### src/rtl/writeback_ctrl_pkg.sv
// Shared CPU definitions for the writeback controller: state encodings,
// timeout default and the hard-wired zero register address.
package writeback_ctrl_pkg;

    typedef enum logic [1:0] {
        ST_IDLE     = 2'd0,
        ST_WAIT_MEM = 2'd1,
        ST_WRITE    = 2'd2
    } wb_state_e;

    localparam int         TIMEOUT_CYC_DEFAULT = 15;
    localparam logic [4:0] REG_ZERO            = 5'd0;

    // Smallest counter that can hold TIMEOUT_CYC-1 without wrapping.
    function automatic int cnt_width(input int cyc);
        return (cyc > 1) ? $clog2(cyc) : 1;
    endfunction

endpackage

### src/rtl/writeback_ctrl.sv
// Writeback stage controller: writes ALU results directly, fetches load
// data from memory with a bounded wait, and drives the register-file port.
module writeback_ctrl
    import writeback_ctrl_pkg::*;
#(
    parameter int TIMEOUT_CYC = TIMEOUT_CYC_DEFAULT
) (
    input  logic        clk,
    input  logic        rst,
    input  logic        wb_valid,
    output logic        wb_ready,
    input  logic [31:0] alu_result,
    input  logic [4:0]  rd_addr,
    input  logic        RegWrite,
    input  logic        MemToReg,
    output logic        mem_req,
    input  logic [31:0] mem_rdata,
    input  logic        mem_rvalid,
    output logic        rf_we,
    output logic [4:0]  rf_waddr,
    output logic [31:0] rf_wdata,
    output logic        err_timeout
);

    localparam int               CNT_W    = cnt_width(TIMEOUT_CYC);
    localparam logic [CNT_W-1:0] CNT_LAST = CNT_W'(TIMEOUT_CYC - 1);

    wb_state_e        state_q, state_d;
    logic [CNT_W-1:0] cnt_q, cnt_d;
    logic             ready_q, ready_d;
    logic             mem_req_q, mem_req_d;
    logic             rf_we_q, rf_we_d;
    logic [4:0]       rf_waddr_q, rf_waddr_d;
    logic [31:0]      rf_wdata_q, rf_wdata_d;
    logic             err_q, err_d;
    logic             accept;

    // Ready is held low for the whole reset cycle, not just after the edge.
    assign wb_ready    = ready_q & ~rst;
    assign accept      = wb_valid & wb_ready;
    assign mem_req     = mem_req_q;
    assign rf_we       = rf_we_q;
    assign rf_waddr    = rf_waddr_q;
    assign rf_wdata    = rf_wdata_q;
    assign err_timeout = err_q;

    always_ff @(posedge clk) begin
        if (rst) begin
            state_q    <= ST_IDLE;
            cnt_q      <= '0;
            ready_q    <= 1'b1;
            mem_req_q  <= 1'b0;
            rf_we_q    <= 1'b0;
            rf_waddr_q <= '0;
            rf_wdata_q <= '0;
            err_q      <= 1'b0;
        end else begin
            state_q    <= state_d;
            cnt_q      <= cnt_d;
            ready_q    <= ready_d;
            mem_req_q  <= mem_req_d;
            rf_we_q    <= rf_we_d;
            rf_waddr_q <= rf_waddr_d;
            rf_wdata_q <= rf_wdata_d;
            err_q      <= err_d;
        end
    end

    always_comb begin
        state_d    = state_q;
        cnt_d      = cnt_q;
        mem_req_d  = 1'b0;
        rf_we_d    = 1'b0;
        rf_waddr_d = rf_waddr_q;
        rf_wdata_d = rf_wdata_q;
        err_d      = 1'b0;

        case (state_q)
            ST_IDLE: begin
                if (accept && RegWrite) begin
                    rf_waddr_d = rd_addr;
                    if (MemToReg) begin
                        state_d   = ST_WAIT_MEM;
                        mem_req_d = 1'b1;
                        cnt_d     = '0;
                    end else begin
                        state_d    = ST_WRITE;
                        rf_wdata_d = alu_result;
                        rf_we_d    = (rd_addr != REG_ZERO);
                    end
                end
            end
            ST_WAIT_MEM: begin
                // Returning data takes priority over a timeout on the same edge.
                if (mem_rvalid) begin
                    state_d    = ST_WRITE;
                    rf_wdata_d = mem_rdata;
                    rf_we_d    = (rf_waddr_q != REG_ZERO);
                end else if (cnt_q == CNT_LAST) begin
                    state_d = ST_IDLE;
                    err_d   = 1'b1;
                end else begin
                    cnt_d = cnt_q + CNT_W'(1);
                end
            end
            ST_WRITE: begin
                state_d = ST_IDLE;
            end
            default: begin
                state_d = ST_IDLE;
            end
        endcase

        ready_d = (state_d == ST_IDLE);
    end

endmodule

### config.mk
export PLATFORM = sky130hd
export DESIGN_NAME = writeback_ctrl
export DESIGN_NICKNAME = d
export VERILOG_FILES = /design/src/rtl/writeback_ctrl_pkg.sv /design/src/rtl/writeback_ctrl.sv
export SDC_FILE = /design/constraint.sdc
export NUM_CORES = 1
export LEC_CHECK = 0
export ABC_CLOCK_PERIOD_IN_PS = 1700
export BUFFER_PORTS_ARGS = -buffer_cell sky130_fd_sc_hd__buf_2
export CORE_MARGIN = 5
export CORE_UTILIZATION = 29
export CTS_CLUSTER_DIAMETER = 80
export DETAILED_ROUTE_END_ITERATION = 6
export PLACE_DENSITY = 0.64
export SYNTH_ARGS = -nofsm -noshare
export SYNTH_HDL_FRONTEND = slang
export SYNTH_SLANG_ARGS = --single-unit
### constraint.sdc
create_clock -name clk -period 1.7 [get_ports clk]
set_input_delay 0.085 -clock clk [delete_from_list [all_inputs] [get_ports clk]]
set_output_delay 0.085 -clock clk [all_outputs]
set_load 0.005 [all_outputs]
* Word level (Yosys, flattened, before mapping) *
Cells that the tools add are included.

word-level totals
  output and inout port bits = 41
  bits of input ports = 75
  word-level logic and storage cells = 54
  register bits after elaboration = 47

operators by class
  bitwise logic cells = 6
  mux-type cells = 20
  reduce and logical (&&, ||, !) cells = 11
  add/subtract/negate cells = 1
  equal/unequal tests = 8

operators with widths
  kind                                                                   count
  32-bit 2-to-1 mux                                                      3
  32-bit case mux with 2 select lines                                    1
  4-bit 2-to-1 mux                                                       4
  2-bit != test, second input constant                                   6
  5-bit nonzero test                                                     2
  2-bit 2-to-1 mux                                                       4
  4-bit case mux with 2 select lines                                     1
  3-bit OR reduction                                                     2
  1-bit 2-to-1 mux                                                       5
  5-bit AND reduction                                                    1
  4-bit by 1-bit adder with 4-bit output, second input constant          1
  4-bit equality test, second input constant                             1
  2-bit zero test                                                        2
  1-bit NOT                                                              4
  2-bit case mux with 2 select lines                                     1
  4-bit AND reduction                                                    1
  1-bit bitwise AND                                                      2
  2-bit by 1-bit equality test with 1-bit output, second input constant  1
  1-bit case mux with 2 select lines                                     1
  2-bit AND reduction                                                    1
  2-bit nonzero test                                                     1
  1-bit logical AND                                                      1

* Longest topological paths before layout *
  depth after elaboration = 7
  depth in mapped cells = 6
  mapped depth without buffers = 6

* Worst setup path before layout *
Ideal clock, no wire load.

  kind = register to register
  from = reg state_q[0]
  to = reg rf_wdata_q[13], in the netlist rf_wdata[13]
  arrival time = 1.273 ns
  setup slack = 0.336 ns
  buffers on the path = 2
  stages on the path, launching flop included = 6
  required time = 1.609 ns
  library setup time = 0.091 ns
  clock period less this slack = 1.364 ns
  path through = dfxtp_1 o41ai_2 buf_4 buf_6 nor2_1 a311oi_1

on the way
  cells in the longest elaborated chain, start to end = 3
  elaborated cells on any way between the ends = 8
  classes of those cells = eq/ne: 4; mux: 1; reduce/logical: 3

ends and longest elaborated chain
  element                                                                            RTL line              source
  start: declaration                                                                 writeback_ctrl.sv:28  wb_state_e state_q, state_d;
  start signal: assignment                                                           writeback_ctrl.sv:58  state_q <= state_d;
  2-bit by 1-bit equality test with 1-bit output or 2-bit zero test (tied branches)  writeback_ctrl.sv:78  case (state_q)
  2-bit != test (no line) or 2-bit nonzero test (tied branches)                      --
  4-bit AND reduction (no line)                                                      --
  end signal: assignment                                                             writeback_ctrl.sv:64  rf_wdata_q <= rf_wdata_d;
  end: declaration                                                                   writeback_ctrl.sv:34  logic [31:0] rf_wdata_q, rf_wdata_d;

Parallel ways exist; a longest one is shown, timed or not.
A chain may end at the register's enable or synchronous reset.

* Worst setup path after layout *
  from = reg state_q[1]
  to = reg rf_wdata_q[28], in the netlist rf_wdata[28]

Same word-level chain as after synthesis.

==> results.json <==
{
  "status": "finished clean",
  "hp-class": "in -> reg",
  "wl_um": 5800,
  "async_flop_share_pct": 0,
  "cts.repair.resized": 0,
  "post_route_cells_drive_above_1_share_pct": 37.4,
  "vias_per_cell": 4.62,
  "ys_types": 33,
  "setup_violations": 0,
  "postCtsSetupRepairBufs": 0,
  "finalNonFillerCells": 452,
  "finalCriticalPeriod_ns": 1.54,
  "cts_max_path_buffers": 2,
  "place_hpwl_um": 4280,
  "drt_pre_antenna_iters": 4,
  "netlist_area_um2": 2040,
  "antenna_found_initial": 0,
  "clock.fmax_mhz": 651,
  "grt_pass1_wl_um": 9340,
  "skew_ns": 0.00537,
  "dpl.cell_count": 444,
  "die_h_um": 93.9,
  "cts_tree": "yes",
  "cp-start-kind": "flop",
  "h-tree-depth": 2,
  "worstSetupPathType": "reg -> reg",
  "place_area_um2": 2740,
  "coreArea_um2": 6830,
  "ir_drop_mv": 0.284,
  "grt_start_max_net_pins": 48,
  "cts_made_buffers": 5,
  "setup_tns_ns": 0,
  "drt-initial-drc-count": 63,
  "clkLatencyLatePin_ns": 0.30,
  "start_util_pct": 29.9,
  "finalMaxSlewViolations": 0,
  "areaGrowthSynthToFinish_pct": 38.1,
  "ys.flop_type": "dfxtp_1",
  "vias": 2087,
  "drc": 0,
  "cp_slowest_stage_delay_ns": 0.50,
  "clkTransAtPathRegs_ns": 0.09,
  "syn_area_per_cell_um2": 8.27,
  "n_antenna_cell": 0,
  "gr-total-overflow": 0,
  "ctsHoldBuffers": 0,
  "die_area_um2": 8820,
  "grt_use_total_pct": 13.1,
  "critPathArrivalTime_ns": 1.74,
  "route.detailed.wl_per_inst_um": 12.8,
  "synth_cells": 247,
  "required_ns": 1.90,
  "worstMarginPinSlew_ns": 0.475,
  "rows": 30,
  "critPathMaxFanout": 33,
  "path_cells": "o41ai_4 -> buf_12 -> nor2_1 -> a311oi_1",
  "num-fill-cells": 743,
  "p_per_area_nw_per_um2": 759,
  "nets": 432,
  "synth_top_area_share_pct": 46.1,
  "p_leak_nw": 1.33,
  "rsz0062_at_grt": "false",
  "synth_enable_flop_cells": 0,
  "yosysTopAreaCell": "dfxtp_1",
  "io_buffers": 115,
  "clk_root_buffer_cell": "clkbuf_8",
  "fin_crit_sh_pct": 90.4,
  "finalHoldViolCount": 0,
  "clkSinkCount": 47,
  "io_pins": 116,
  "dieWidth_um": 93.9,
  "cpMaxStageDelayCell": "o41ai_4",
  "yosysSeqAreaShare_pct": 46.1,
  "ys_ff_latch": 47,
  "syn-num-nets": 324,
  "gp_congestion": 0.712,
  "postLayoutCellArea_um2": 2820,
  "cp-end-kind": "flop",
  "synthTopCellsByArea": "dfxtp_1 (46%), a311oi_1 (14%), nand2_1 (12%)",
  "drv_cap": 0,
  "max_slew_margin_pct": 68.3,
  "ys_warn_count": 0,
  "antenna_left": 0,
  "grt_pass1_vias": 2114
}
-- cells in the final DEF (no fill, tap or decap), types with 2 or more instances in the layout --
cell type,n
nor2_1,41
nand2_1,65
nand2b_1,3
buf_12,3
buf_4,4
clkbuf_8,5
nor3_1,2
nand3_1,2
dfxtp_1,47
and2_1,2
mux2i_1,5
a311oi_1,32
inv_1,3
a21oi_1,2
buf_2,115
or3_1,2
o32ai_1,2
ha_1,2
-- cells by family after synthesis --
family	after synthesis	synth area share, %
AO/OA/AOI/OAI	45	18.7
buffers and inverters	24	5.76
multiplexers	5	2.45
AND/OR/NAND/NOR	124	25.8
adder cells (fa/ha/maj)	2	1.22
flip-flops	47	46.1
-- worst max-delay path, delay by kind of cell (launching register included) --
kind | cells | cell delay, ns
simple gates | 1 | 0.06
flops | 1 | 0.39
buf+inv | 1 | 0.24
compound gates | 2 | 0.75
-- report_power, final --
| part | total, mW | switching (mW) | leakage, nW | internal [mW] |
|---|---|---|---|---|
| clock | 0.665 | 0.377 | 0.0412 | 0.288 |
| combinational | 0.307 | 0.150 | 0.908 | 0.157 |
| sequential | 1.17 | 0.0239 | 0.382 | 1.14 |
-- registers in the layout, summed over array words and instances, names as in the netlist --
| register | flops |
|---|---|
| err_timeout | 1 |
| ready_q | 1 |
| mem_req | 1 |
| state_q | 2 |
| rf_waddr | 5 |
| rf_wdata | 32 |
| cnt_q | 4 |
| rf_we | 1 |
-- cells in the mapped netlist (2+ instances only) --
master / number
nor2b_1: 2
a21oi_1: 2
nand2_1: 65
and2_1: 2
ha_1: 2
nor3_1: 2
or3_1: 2
nand3_1: 2
nor2_1: 41
o32ai_1: 2
nand2b_1: 3
inv_1: 3
a311oi_1: 32
buf_2: 13
dfxtp_1: 47
clkbuf_1: 6
mux2i_1: 5
-- metal layers --
| layer | wire length [µm] | share of wire, % | track usage (%) |
|---|---|---|---|
| met5 | 0 | 0 | 0 |
| met4 | 66 | 1.1 | 4.33 |
| met3 | 447 | 7.7 | 3.53 |
| met2 | 2880 | 50 | 23.8 |
| met1 | 2410 | 41 | 14.5 |
-- per-stage QoR --
stage	setup slack [ns]	hold slack [ns]	total power, mW	util (%)
after global routing	0.0469	0.0217	2.26	41.3
after CTS	0.140	0.0117	2.18	41.3
after floorplan	0.336	0.163	1.34	-
after detailed placement	0.181	0.335	1.51	40.1
final	0.164	0.0245	2.14	41.3
after global placement	0.246	0.327	1.50	40.1
-- path summary, 6_finish.rpt --
kind | from | endpoint | slack (ns) | depth (start not counted)
setup / recovery | state_q[1] | rf_wdata[28] | 0.16 | 4
hold / removal | mem_rvalid | err_timeout | 0.02 | 2
setup reg to reg | state_q[1] | rf_wdata[28] | 0.16 | 4
hold reg to reg | rf_wdata[30] | rf_wdata[30] | 0.50 | 2
-- layout make-up --
class	instances	area (µm²)	share of cell area, %
clock buffers	6	72.6	2.57
clock inverters	2	12.5	0.443
inverters	3	11.3	0.399
well taps	96	120	4.26
repair buffers	122	666	23.6
flip-flops and latches	47	941	33.3
multi-input cells	176	998	35.4
Power figures use the tool's default switching activity.
